<file path="src/rtl/axi_pkg.sv">
// rtl/axi_pkg.sv - AXI response codes and write-arbiter FSM states
package axi_pkg;

  typedef enum logic [1:0] {
    OKAY   = 2'b00,
    EXOKAY = 2'b01,
    SLVERR = 2'b10,
    DECERR = 2'b11
  } axi_resp_e;

  typedef enum logic [1:0] {
    IDLE = 2'b00,
    ADDR = 2'b01,
    DATA = 2'b10,
    RESP = 2'b11
  } arb_state_e;

endpackage

</file>
<file path="src/rtl/axi_write_arbiter_if.sv">
// rtl/axi_write_arbiter_if.sv - packed per-master write channels plus the shared slave write port
// slave modport is the arbiter's view; master modport is the surrounding masters and slave.
interface axi_write_arbiter_if #(
  parameter int NUM_MASTERS = 2,
  parameter int DATA_BITS   = 32,
  parameter int ADDR_BITS   = 32,
  parameter int LEN_BITS    = 8,
  parameter int SIZE_BITS   = 3
);
  logic [NUM_MASTERS-1:0]             m_aw_valid;
  logic [NUM_MASTERS-1:0]             m_aw_ready;
  logic [NUM_MASTERS*ADDR_BITS-1:0]   m_aw_addr;
  logic [NUM_MASTERS*LEN_BITS-1:0]    m_aw_len;
  logic [NUM_MASTERS*SIZE_BITS-1:0]   m_aw_size;
  logic [NUM_MASTERS-1:0]             m_w_valid;
  logic [NUM_MASTERS-1:0]             m_w_ready;
  logic [NUM_MASTERS*DATA_BITS-1:0]   m_w_data;
  logic [NUM_MASTERS*DATA_BITS/8-1:0] m_w_strb;
  logic [NUM_MASTERS-1:0]             m_w_last;
  logic [NUM_MASTERS-1:0]             m_b_valid;
  logic [NUM_MASTERS-1:0]             m_b_ready;
  logic [NUM_MASTERS*2-1:0]           m_b_resp;

  logic                   s_aw_valid;
  logic                   s_aw_ready;
  logic [ADDR_BITS-1:0]   s_aw_addr;
  logic [LEN_BITS-1:0]    s_aw_len;
  logic [SIZE_BITS-1:0]   s_aw_size;
  logic                   s_w_valid;
  logic                   s_w_ready;
  logic [DATA_BITS-1:0]   s_w_data;
  logic [DATA_BITS/8-1:0] s_w_strb;
  logic                   s_w_last;
  logic                   s_b_valid;
  logic                   s_b_ready;
  logic [1:0]             s_b_resp;

  modport slave (
    input  m_aw_valid, m_aw_addr, m_aw_len, m_aw_size,
    output m_aw_ready,
    input  m_w_valid, m_w_data, m_w_strb, m_w_last,
    output m_w_ready,
    output m_b_valid, m_b_resp,
    input  m_b_ready,
    output s_aw_valid, s_aw_addr, s_aw_len, s_aw_size,
    input  s_aw_ready,
    output s_w_valid, s_w_data, s_w_strb, s_w_last,
    input  s_w_ready,
    input  s_b_valid, s_b_resp,
    output s_b_ready
  );

  modport master (
    output m_aw_valid, m_aw_addr, m_aw_len, m_aw_size,
    input  m_aw_ready,
    output m_w_valid, m_w_data, m_w_strb, m_w_last,
    input  m_w_ready,
    input  m_b_valid, m_b_resp,
    output m_b_ready,
    input  s_aw_valid, s_aw_addr, s_aw_len, s_aw_size,
    output s_aw_ready,
    input  s_w_valid, s_w_data, s_w_strb, s_w_last,
    output s_w_ready,
    output s_b_valid, s_b_resp,
    input  s_b_ready
  );
endinterface

</file>
<file path="src/rtl/axi_write_arbiter_rr.sv">
// rtl/axi_write_arbiter_rr.sv - combinational cyclic-priority search starting at ptr
module rr_arbiter #(
  parameter  int N  = 2,
  localparam int IW = (N > 1) ? $clog2(N) : 1
) (
  input  logic [N-1:0]  req,
  input  logic [IW-1:0] ptr,
  output logic [IW-1:0] grant_idx,
  output logic          any_req
);

  // Scan farthest-to-nearest so the requester closest to ptr is written last and wins.
  always_comb begin
    int idx;
    idx       = 0;
    grant_idx = '0;
    any_req   = |req;
    for (int i = N - 1; i >= 0; i--) begin
      idx = int'(ptr) + i;
      if (idx >= N) idx = idx - N;
      if (req[idx]) grant_idx = IW'(idx);
    end
  end

endmodule

</file>
<file path="src/rtl/axi_write_arbiter.sv">
// rtl/axi_write_arbiter.sv - round-robin sharing of one AXI write path, one transaction in flight
module axi_write_arbiter
  import axi_pkg::*;
#(
  parameter  int NUM_MASTERS = 2,
  parameter  int DATA_BITS   = 32,
  parameter  int ADDR_BITS   = 32,
  parameter  int LEN_BITS    = 8,
  parameter  int SIZE_BITS   = 3,
  localparam int GW          = $clog2(NUM_MASTERS)
) (
  input  logic                aclk,
  input  logic                areset,
  axi_write_arbiter_if.slave  bus,
  output logic                busy,
  output logic [GW-1:0]       grant_id,
  output logic                err_wlast
);

  localparam int SB = DATA_BITS / 8;

  arb_state_e          state_q, state_d;
  logic [GW-1:0]       grant_q, rr_ptr_q, arb_idx;
  logic                any_req;
  logic [LEN_BITS-1:0] len_q;
  logic [LEN_BITS:0]   beat_cnt_q;
  logic                err_q;
  logic                aw_hs, w_hs, w_last, b_hs;

  rr_arbiter #(.N(NUM_MASTERS)) u_rr (
    .req       (bus.m_aw_valid),
    .ptr       (rr_ptr_q),
    .grant_idx (arb_idx),
    .any_req   (any_req)
  );

  // Handshakes are derived from inputs so the routing block never reads back its own outputs.
  assign aw_hs  = (state_q == ADDR) && bus.m_aw_valid[grant_q] && bus.s_aw_ready;
  assign w_hs   = (state_q == DATA) && bus.m_w_valid[grant_q] && bus.s_w_ready;
  assign w_last = bus.m_w_last[grant_q];
  assign b_hs   = (state_q == RESP) && bus.s_b_valid && bus.m_b_ready[grant_q];

  assign busy      = (state_q != IDLE);
  assign grant_id  = grant_q;
  assign err_wlast = err_q;

  always_comb begin
    state_d        = state_q;
    bus.m_aw_ready = '0;
    bus.m_w_ready  = '0;
    bus.m_b_valid  = '0;
    bus.m_b_resp   = '0;
    bus.s_aw_valid = 1'b0;
    bus.s_aw_addr  = '0;
    bus.s_aw_len   = '0;
    bus.s_aw_size  = '0;
    bus.s_w_valid  = 1'b0;
    bus.s_w_data   = '0;
    bus.s_w_strb   = '0;
    bus.s_w_last   = 1'b0;
    bus.s_b_ready  = 1'b0;
    unique case (state_q)
      IDLE: if (any_req) state_d = ADDR;
      ADDR: begin
        bus.s_aw_valid          = bus.m_aw_valid[grant_q];
        bus.s_aw_addr           = bus.m_aw_addr[int'(grant_q)*ADDR_BITS +: ADDR_BITS];
        bus.s_aw_len            = bus.m_aw_len[int'(grant_q)*LEN_BITS +: LEN_BITS];
        bus.s_aw_size           = bus.m_aw_size[int'(grant_q)*SIZE_BITS +: SIZE_BITS];
        bus.m_aw_ready[grant_q] = bus.s_aw_ready;
        if (aw_hs) state_d = DATA;
      end
      DATA: begin
        bus.s_w_valid          = bus.m_w_valid[grant_q];
        bus.s_w_data           = bus.m_w_data[int'(grant_q)*DATA_BITS +: DATA_BITS];
        bus.s_w_strb           = bus.m_w_strb[int'(grant_q)*SB +: SB];
        bus.s_w_last           = w_last;
        bus.m_w_ready[grant_q] = bus.s_w_ready;
        if (w_hs && w_last) state_d = RESP;
      end
      RESP: begin
        bus.s_b_ready                        = bus.m_b_ready[grant_q];
        bus.m_b_valid[grant_q]               = bus.s_b_valid;
        bus.m_b_resp[int'(grant_q)*2 +: 2]   = bus.s_b_resp;
        if (b_hs) state_d = IDLE;
      end
      default: ;
    endcase
  end

  always_ff @(posedge aclk) begin
    if (areset) begin
      state_q    <= IDLE;
      grant_q    <= '0;
      rr_ptr_q   <= '0;
      len_q      <= '0;
      beat_cnt_q <= '0;
      err_q      <= 1'b0;
    end else begin
      state_q <= state_d;
      unique case (state_q)
        IDLE: if (any_req) grant_q <= arb_idx;
        ADDR: if (aw_hs) begin
          len_q      <= bus.s_aw_len;
          beat_cnt_q <= '0;
        end
        DATA: if (w_hs) begin
          if (beat_cnt_q != '1) beat_cnt_q <= beat_cnt_q + 1'b1;
          // Flag last arriving early/late, or the beat len+1 arriving without last.
          if (w_last ? (beat_cnt_q != {1'b0, len_q}) : (beat_cnt_q == {1'b0, len_q}))
            err_q <= 1'b1;
        end
        RESP: if (b_hs)
          rr_ptr_q <= (grant_q == GW'(NUM_MASTERS - 1)) ? '0 : grant_q + 1'b1;
        default: ;
      endcase
    end
  end

endmodule

</file>
<file path="src/flat_wrapper.sv">
// flat-port wrapper written by rule: the top's interface ports become plain ports
module axi_write_arbiter_flat import axi_pkg::*;
#(
  parameter  int NUM_MASTERS = 2,
  parameter  int DATA_BITS   = 32,
  parameter  int ADDR_BITS   = 32,
  parameter  int LEN_BITS    = 8,
  parameter  int SIZE_BITS   = 3,
  localparam int GW          = $clog2(NUM_MASTERS)
)
  (aclk, areset, busy, grant_id, err_wlast, bus_m_aw_valid, bus_m_aw_addr, bus_m_aw_len, bus_m_aw_size, bus_m_aw_ready, bus_m_w_valid, bus_m_w_data, bus_m_w_strb, bus_m_w_last, bus_m_w_ready, bus_m_b_valid, bus_m_b_resp, bus_m_b_ready, bus_s_aw_valid, bus_s_aw_addr, bus_s_aw_len, bus_s_aw_size, bus_s_aw_ready, bus_s_w_valid, bus_s_w_data, bus_s_w_strb, bus_s_w_last, bus_s_w_ready, bus_s_b_valid, bus_s_b_resp, bus_s_b_ready);
  axi_write_arbiter_if #(.NUM_MASTERS(NUM_MASTERS), .DATA_BITS(DATA_BITS), .ADDR_BITS(ADDR_BITS), .LEN_BITS(LEN_BITS), .SIZE_BITS(SIZE_BITS)) bus_i ();
  input  logic aclk;
  input  logic areset;
  output logic busy;
  output logic [GW-1:0] grant_id;
  output logic err_wlast;
  input wire logic [$bits(bus_i.m_aw_valid)-1:0] bus_m_aw_valid;
  input wire logic [$bits(bus_i.m_aw_addr)-1:0] bus_m_aw_addr;
  input wire logic [$bits(bus_i.m_aw_len)-1:0] bus_m_aw_len;
  input wire logic [$bits(bus_i.m_aw_size)-1:0] bus_m_aw_size;
  output wire logic [$bits(bus_i.m_aw_ready)-1:0] bus_m_aw_ready;
  input wire logic [$bits(bus_i.m_w_valid)-1:0] bus_m_w_valid;
  input wire logic [$bits(bus_i.m_w_data)-1:0] bus_m_w_data;
  input wire logic [$bits(bus_i.m_w_strb)-1:0] bus_m_w_strb;
  input wire logic [$bits(bus_i.m_w_last)-1:0] bus_m_w_last;
  output wire logic [$bits(bus_i.m_w_ready)-1:0] bus_m_w_ready;
  output wire logic [$bits(bus_i.m_b_valid)-1:0] bus_m_b_valid;
  output wire logic [$bits(bus_i.m_b_resp)-1:0] bus_m_b_resp;
  input wire logic [$bits(bus_i.m_b_ready)-1:0] bus_m_b_ready;
  output wire logic [$bits(bus_i.s_aw_valid)-1:0] bus_s_aw_valid;
  output wire logic [$bits(bus_i.s_aw_addr)-1:0] bus_s_aw_addr;
  output wire logic [$bits(bus_i.s_aw_len)-1:0] bus_s_aw_len;
  output wire logic [$bits(bus_i.s_aw_size)-1:0] bus_s_aw_size;
  input wire logic [$bits(bus_i.s_aw_ready)-1:0] bus_s_aw_ready;
  output wire logic [$bits(bus_i.s_w_valid)-1:0] bus_s_w_valid;
  output wire logic [$bits(bus_i.s_w_data)-1:0] bus_s_w_data;
  output wire logic [$bits(bus_i.s_w_strb)-1:0] bus_s_w_strb;
  output wire logic [$bits(bus_i.s_w_last)-1:0] bus_s_w_last;
  input wire logic [$bits(bus_i.s_w_ready)-1:0] bus_s_w_ready;
  input wire logic [$bits(bus_i.s_b_valid)-1:0] bus_s_b_valid;
  input wire logic [$bits(bus_i.s_b_resp)-1:0] bus_s_b_resp;
  output wire logic [$bits(bus_i.s_b_ready)-1:0] bus_s_b_ready;
  assign bus_i.m_aw_valid = bus_m_aw_valid;
  assign bus_i.m_aw_addr = bus_m_aw_addr;
  assign bus_i.m_aw_len = bus_m_aw_len;
  assign bus_i.m_aw_size = bus_m_aw_size;
  assign bus_m_aw_ready = bus_i.m_aw_ready;
  assign bus_i.m_w_valid = bus_m_w_valid;
  assign bus_i.m_w_data = bus_m_w_data;
  assign bus_i.m_w_strb = bus_m_w_strb;
  assign bus_i.m_w_last = bus_m_w_last;
  assign bus_m_w_ready = bus_i.m_w_ready;
  assign bus_m_b_valid = bus_i.m_b_valid;
  assign bus_m_b_resp = bus_i.m_b_resp;
  assign bus_i.m_b_ready = bus_m_b_ready;
  assign bus_s_aw_valid = bus_i.s_aw_valid;
  assign bus_s_aw_addr = bus_i.s_aw_addr;
  assign bus_s_aw_len = bus_i.s_aw_len;
  assign bus_s_aw_size = bus_i.s_aw_size;
  assign bus_i.s_aw_ready = bus_s_aw_ready;
  assign bus_s_w_valid = bus_i.s_w_valid;
  assign bus_s_w_data = bus_i.s_w_data;
  assign bus_s_w_strb = bus_i.s_w_strb;
  assign bus_s_w_last = bus_i.s_w_last;
  assign bus_i.s_w_ready = bus_s_w_ready;
  assign bus_i.s_b_valid = bus_s_b_valid;
  assign bus_i.s_b_resp = bus_s_b_resp;
  assign bus_s_b_ready = bus_i.s_b_ready;
  axi_write_arbiter #(.NUM_MASTERS(NUM_MASTERS), .DATA_BITS(DATA_BITS), .ADDR_BITS(ADDR_BITS), .LEN_BITS(LEN_BITS), .SIZE_BITS(SIZE_BITS)) u_core (.aclk(aclk), .areset(areset), .bus(bus_i), .busy(busy), .grant_id(grant_id), .err_wlast(err_wlast));
endmodule
</file>
<file path="config.mk">
export PLATFORM = sky130hd
export DESIGN_NAME = axi_write_arbiter_flat
export DESIGN_NICKNAME = d
export VERILOG_FILES = /design/src/rtl/axi_pkg.sv /design/src/rtl/axi_write_arbiter_if.sv /design/src/rtl/axi_write_arbiter_rr.sv /design/src/rtl/axi_write_arbiter.sv /design/src/flat_wrapper.sv
export SDC_FILE = /design/constraint.sdc
export NUM_CORES = 1
export LEC_CHECK = 0
export ABC_CLOCK_PERIOD_IN_PS = 3850
export BUFFER_PORTS_ARGS = -buffer_cell sky130_fd_sc_hd__buf_4
export CELL_PAD_IN_SITES_DETAIL_PLACEMENT = 1
export CELL_PAD_IN_SITES_GLOBAL_PLACEMENT = 1
export CORE_MARGIN = 1
export CORE_UTILIZATION = 25
export DETAILED_ROUTE_END_ITERATION = 8
export PLACE_DENSITY = 0.9
export RECOVER_POWER = 50
export SLEW_MARGIN = 0
export SYNTH_ARGS = -nofsm -noshare
export SYNTH_HDL_FRONTEND = slang
export SYNTH_HIERARCHICAL = 1
export SYNTH_SLANG_ARGS = --single-unit
</file>
<file path="constraint.sdc">
create_clock -name aclk -period 3.85 [get_ports aclk]
set_clock_uncertainty 0.1 [all_clocks]
set_input_delay 0.385 -clock aclk [delete_from_list [all_inputs] [get_ports aclk]]
set_output_delay 0.385 -clock aclk [all_outputs]
set_load 0.02 [all_outputs]
</file>
**Word level (Yosys, flattened, before mapping)**

Cells that the tools add are included.

- Input port bits: 173
- Register bits: 22
- Bits in writable memories: 0
- Output and inout port bits: 96
- Memories kept: 0
- Bits in latches: 0
- Memory bits (read-only): 0
- Word-level logic and storage cells: 104

- Divide/modulo/power cells: 0
- Equal/unequal tests: 12
- Order comparisons: 6
- Reductions and logical operators: 18
- $add $sub $neg: 6
- Multiply operators: 1
- Shift operators: 7
- Bitwise gates (word level): 4
- Multiplexer cells: 44

Operators with widths:

| kind | number |
|---|---|
| 2-to-1 mux 32 bit | 4 |
| variable part select 64 x 7 -> 32 bit | 2 |
| < comparator 32 x 3 -> 1 bit (second input constant) | 2 |
| negation 2 -> 33 bit | 1 |
| variable shift 2 x 33 -> 4 bit (first input constant) | 1 |
| variable part select 2 x 33 -> 4 bit | 1 |
| variable part select 6 x 32 -> 3 bit | 1 |
| 2-to-1 mux 9 bit | 3 |
| 2-to-1 mux 1 bit | 23 |
| one-hot mux 9 bit (2 select lines) | 1 |
| variable part select 16 x 5 -> 8 bit | 1 |
| 2-to-1 mux 2 bit | 7 |
| adder 9 x 1 -> 9 bit (second input constant) | 1 |
| equality test 9 x 8 -> 1 bit | 1 |
| != test 9 x 8 -> 1 bit | 1 |
| != test 9 bit (second input constant) | 1 |
| logical AND 1 bit | 8 |
| 2-to-1 mux 4 bit | 2 |
| 2-to-1 mux 8 bit | 1 |
| != test 2 x 1 -> 1 bit (second input constant) | 4 |
| one-hot mux 2 bit (4 select lines) | 1 |
| AND reduction 4 bit | 2 |
| variable part select 8 x 4 -> 4 bit | 1 |
| bitwise AND 2 bit | 3 |
| 20 further kinds | 25 |

**Logic depth before layout (Yosys ltp)**

- Depth after elaboration: 8
- Depth in mapped cells: 9
- Gate-level depth less buffers: 8

**By module**

Netlist, hierarchy kept.

Modules (own cells, without submodules):

| module | area each (sq um) | instances | seq. area each (sq um) | cells each |
|---|---|---|---|---|
| axi_write_arbiter | 2613.8 | 1 | 440.4 | 335 |
| rr_arbiter | 17.5 | 1 | 0.0 | 3 |

**Worst setup path after synthesis**

No wires, ideal clock.

- Kind: register -> output
- Start: register u_core.grant_q, in the netlist u_core/grant_id
- End: output port bus_s_aw_addr[0]
- Cell stages (with the launch flop): 7
- Data required time: 3.365 ns
- Path slack: 1.749 ns
- Data arrival time: 1.616 ns
- Path buffers: 4
- Path through: dfxtp_1 -> buf_4 -> buf_6 -> buf_2 -> buf_2 -> mux2i_1 -> nor2_1

- Cells in the longest elaborated chain, start to end: 2

RTL lines:

| item | line | RTL |
|---|---|---|
| from (decl) | axi_write_arbiter.sv:23 | `logic [GW-1:0] grant_q, rr_ptr_q, arb_idx;` |
| from (signal assigned) | axi_write_arbiter.sv:101 | `IDLE: if (any_req) grant_q <= arb_idx;` |
| variable part select 64 x 7 -> 32 bit | axi_write_arbiter.sv:66 | `bus.s_aw_addr = bus.m_aw_addr[int'(grant_q)*ADDR_BITS +: ADDR_BITS];` |
| 2-to-1 mux 32 bit | axi_write_arbiter.sv:62 | `unique case (state_q)` |
| to (decl) | flat_wrapper.sv:32 | `output wire logic [$bits(bus_i.s_aw_addr)-1:0] bus_s_aw_addr;` |

No other way between the ends.

**Worst setup path in the final report**

- Start: register u_core.grant_q, in the netlist u_core/grant_id
- End: output port bus_s_aw_len[6]

- Cells in the longest elaborated chain, start to end: 2

RTL lines:

| item | line | RTL |
|---|---|---|
| variable part select 16 x 5 -> 8 bit | axi_write_arbiter.sv:67 | `bus.s_aw_len = bus.m_aw_len[int'(grant_q)*LEN_BITS +: LEN_BITS];` |
| 2-to-1 mux 8 bit | axi_write_arbiter.sv:62 |  |
| to (decl) | flat_wrapper.sv:33 | `output wire logic [$bits(bus_i.s_aw_len)-1:0] bus_s_aw_len;` |

No other way between the ends.

==> impl_metrics.yaml <==
cts:
  clk_pin_slew_ns: 0.09
  cts_hold_buf: 0
  cts_made_buffers: 3
  htree_levels: 1
  cts_tree: "done"
  cts_buffer_depth: 2
  cts_setup_buffers: 0
  ctsResizeCount: 0
  clock_latency_ns: 0.27
  cts-root-buf: "clkbuf_8"
  cts.sinks: 22
detailed_routing:
  antenna_left: 0
  via_count: 3461
  met2_wirelength_mm: 6.64
  wl_per_cell_um: 17.3
  wl_met3_mm: 1.12
  drt_first_pass_iters: 4
  first_iter_violations: 119
  wirelength_mm: 12.5
  highest_layer: "met4"
  m1WireLength_mm: 4.58
  drc: 0
  avgViaCountPerCell: 4.78
global_routing:
  grt.overflow.total: 0
  grt_pass1_wl_mm: 18.9
  grt_max_degree: 75
  grt_usage_pct: 21.6
  antenna_found_initial: 0
  grt_pass1_vias: 3747
critical_path:
  worstSetupStartpointType: "flop"
  r2r_cells: 4
  endpoint_kind: "primary output"
  r2r-start: "u_core/grant_id"
  r2r-end: "u_core/beat_cnt_q[1]"
  critical_path_arrival_ns: 2.46
  cp-startpoint: "u_core/grant_id"
  crit_fanout: 74
  r2r_slack_ns: 0.95
  crit_end: "bus_s_aw_len[6]"
  critical_path_class: "reg2out"
  cp.required_ns: 3.37
sta:
  tightest_slew_ns: 1.14
  setup_viol: 0
  setup_tns_ns: 0
  timing.fmax_ghz: 0.339
  period_share_pct: 76.6
  drv_slew: 0
  post-route-min-period_ns: 2.95
  slew_headroom_pct: 23.8
  finalHoldViolations: 0
  rsz0062_at_grt: "false"
finish:
  most-common-layout-cells: "buf_4 (231), mux2i_1 (94), nor2_1 (54), nor2b_1 (42), clkbuf_1 (39)"
  final_common_cell: "buf_4"
  area_growth_pct: 76.3
  n_antenna_cell: 0
  drive_gt1_share_pct: 40.3
  fillCellCount: 1321
  final_cells: 724
  fin_nets: 768
run:
  drv_cap: 0
synth:
  netlist_area_mm2: 0.00263
  syn-num-nets: 517
  synth_edf_count: 0
  ys_seq_area_share_pct: 16.7
  syn_area_per_cell_um2: 7.78
  yosysWarnings: 6
  synthArstFlopShare_pct: 0
  synth_seq_cells: 22
  synth_cell_types: 39
  syn_inst: 338
  yosys_most_used_dff: "dfxtp_1"
outcome:
  status: "finished, final reports clean"
place:
  io_buffers: 268
  dp.final_hpwl_mm: 10.5
  gp_congestion: 0.823
  place_inst: 720
pwr:
  power_leakage_nw: 2.10
  power.total_mw: 1.77
  power_density_mw_per_mm2: 382
  ir_worst_vdd_uv: 187
die:
  row_count: 37
  dieArea_mm2: 0.0109
  dieWidth_um: 105
  start_util_pct: 25.6
  io_pins: 269
  core_area_mm2: 0.0103
  chipHeight_um: 105
worst_hold_path:
  hold_path_class: "in2reg"
-- cell usage after synthesis (all sizes together) (2+ instances only) --
cell type	n	area, um2
mux2	2	22.5
nor4	5	31.3
buf	12	68.8
and3	5	31.3
nand2	9	33.8
nor2b	42	263
nand3	5	25.0
or3	3	18.8
or4	4	30.0
clkbuf	13	48.8
a21oi	9	45.0
ha	6	75.1
a221o	2	20.0
nand2b	4	25.0
inv	7	26.3
mux2i	94	941
nand4	3	18.8
dfxtp	22	440
nor2	54	203
xor2	8	70.1
o31ai	3	22.5
and2	7	43.8
o21ai	5	25.0
-- layout make-up --
class	count	area, um2	share of cell area [%]
Timing Repair Buffer	271	1900	41.0
Multi-Input combinational cell	283	2040	44.0
Sequential cell	22	440	9.49
Clock buffer	4	55.1	1.19
Tap cell	136	170	3.67
Inverter	8	30.0	0.647
-- stage by stage --
| step | util [%] | area [um2] | worst slack, ns | hold WS, ns |
|---|---|---|---|---|
| 2_1_floorplan | - | 2630 | 1.75 | 0.367 |
| 3_3_place_gp | 46.1 | 4730 | 1.67 | 0.380 |
| 3_5_place_dp | 46.1 | 4730 | 1.55 | 0.411 |
| 4_1_cts | 46.6 | 4790 | 1.45 | 0.244 |
| 5_1_grt | 45.1 | 4640 | 0.646 | 0.253 |
| 6_report | 45.1 | 4640 | 0.900 | 0.248 |
-- cell families (layout without fill, tap and decap cells) --
logic type / Yosys count / after routing / synth area share, %
buffers and inverters: 33 / 283 / 5.61
muxes: 96 / 96 / 36.6
xor gates and xnor gates: 8 / 8 / 2.66
adders and majority gates: 6 / 6 / 2.85
DFF: 22 / 22 / 16.7
AOI/OAI and AO/OA: 29 / 29 / 7.28
and+or+nand+nor: 144 / 144 / 28.2
-- layer usage --
metal | up-vias | track usage [%]
li1 | 1675 | -
met1 | 1614 | 22.6
met2 | 159 | 41.9
met3 | 13 | 6.55
met4 | 0 | 4.23
met5 | - | 0
-- report_power, final --
group,internal [mW],switching (mW),leakage [nW]
registers,0.246,0.0281,0.178
clock network,0.0914,0.0813,0.0288
logic,0.544,0.782,1.89
-- state kept, by name, summed over array words and instances (netlist names) --
signal,count
u_core/beat_cnt_q,9
u_core/state_q,2
u_core/err_wlast,1
u_core/rr_ptr_q,1
u_core/len_q,8
u_core/grant_id,1
-- worst min path at each step --
stage / start / endpoint / slack, ns / depth (start not counted)
after global routing: bus_s_b_valid / u_core/rr_ptr_q / 0.25 / 2
after CTS: bus_s_b_valid / u_core/rr_ptr_q / 0.24 / 2
after floorplan: u_core/beat_cnt_q[6] / u_core/beat_cnt_q[6] / 0.37 / 2
final: bus_s_b_valid / u_core/rr_ptr_q / 0.25 / 2
after global placement: u_core/beat_cnt_q[8] / u_core/beat_cnt_q[8] / 0.38 / 2
after detailed placement: u_core/len_q[6] / u_core/len_q[6] / 0.41 / 2
-- critical path: stages, from the launching register on --
cell,delay (ns)
dfxtp_1,1.09
buf_12,0.48
mux2i_1,0.27
nor2_1,0.09
buf_4,0.19
(Power assumes the default switching activity.)
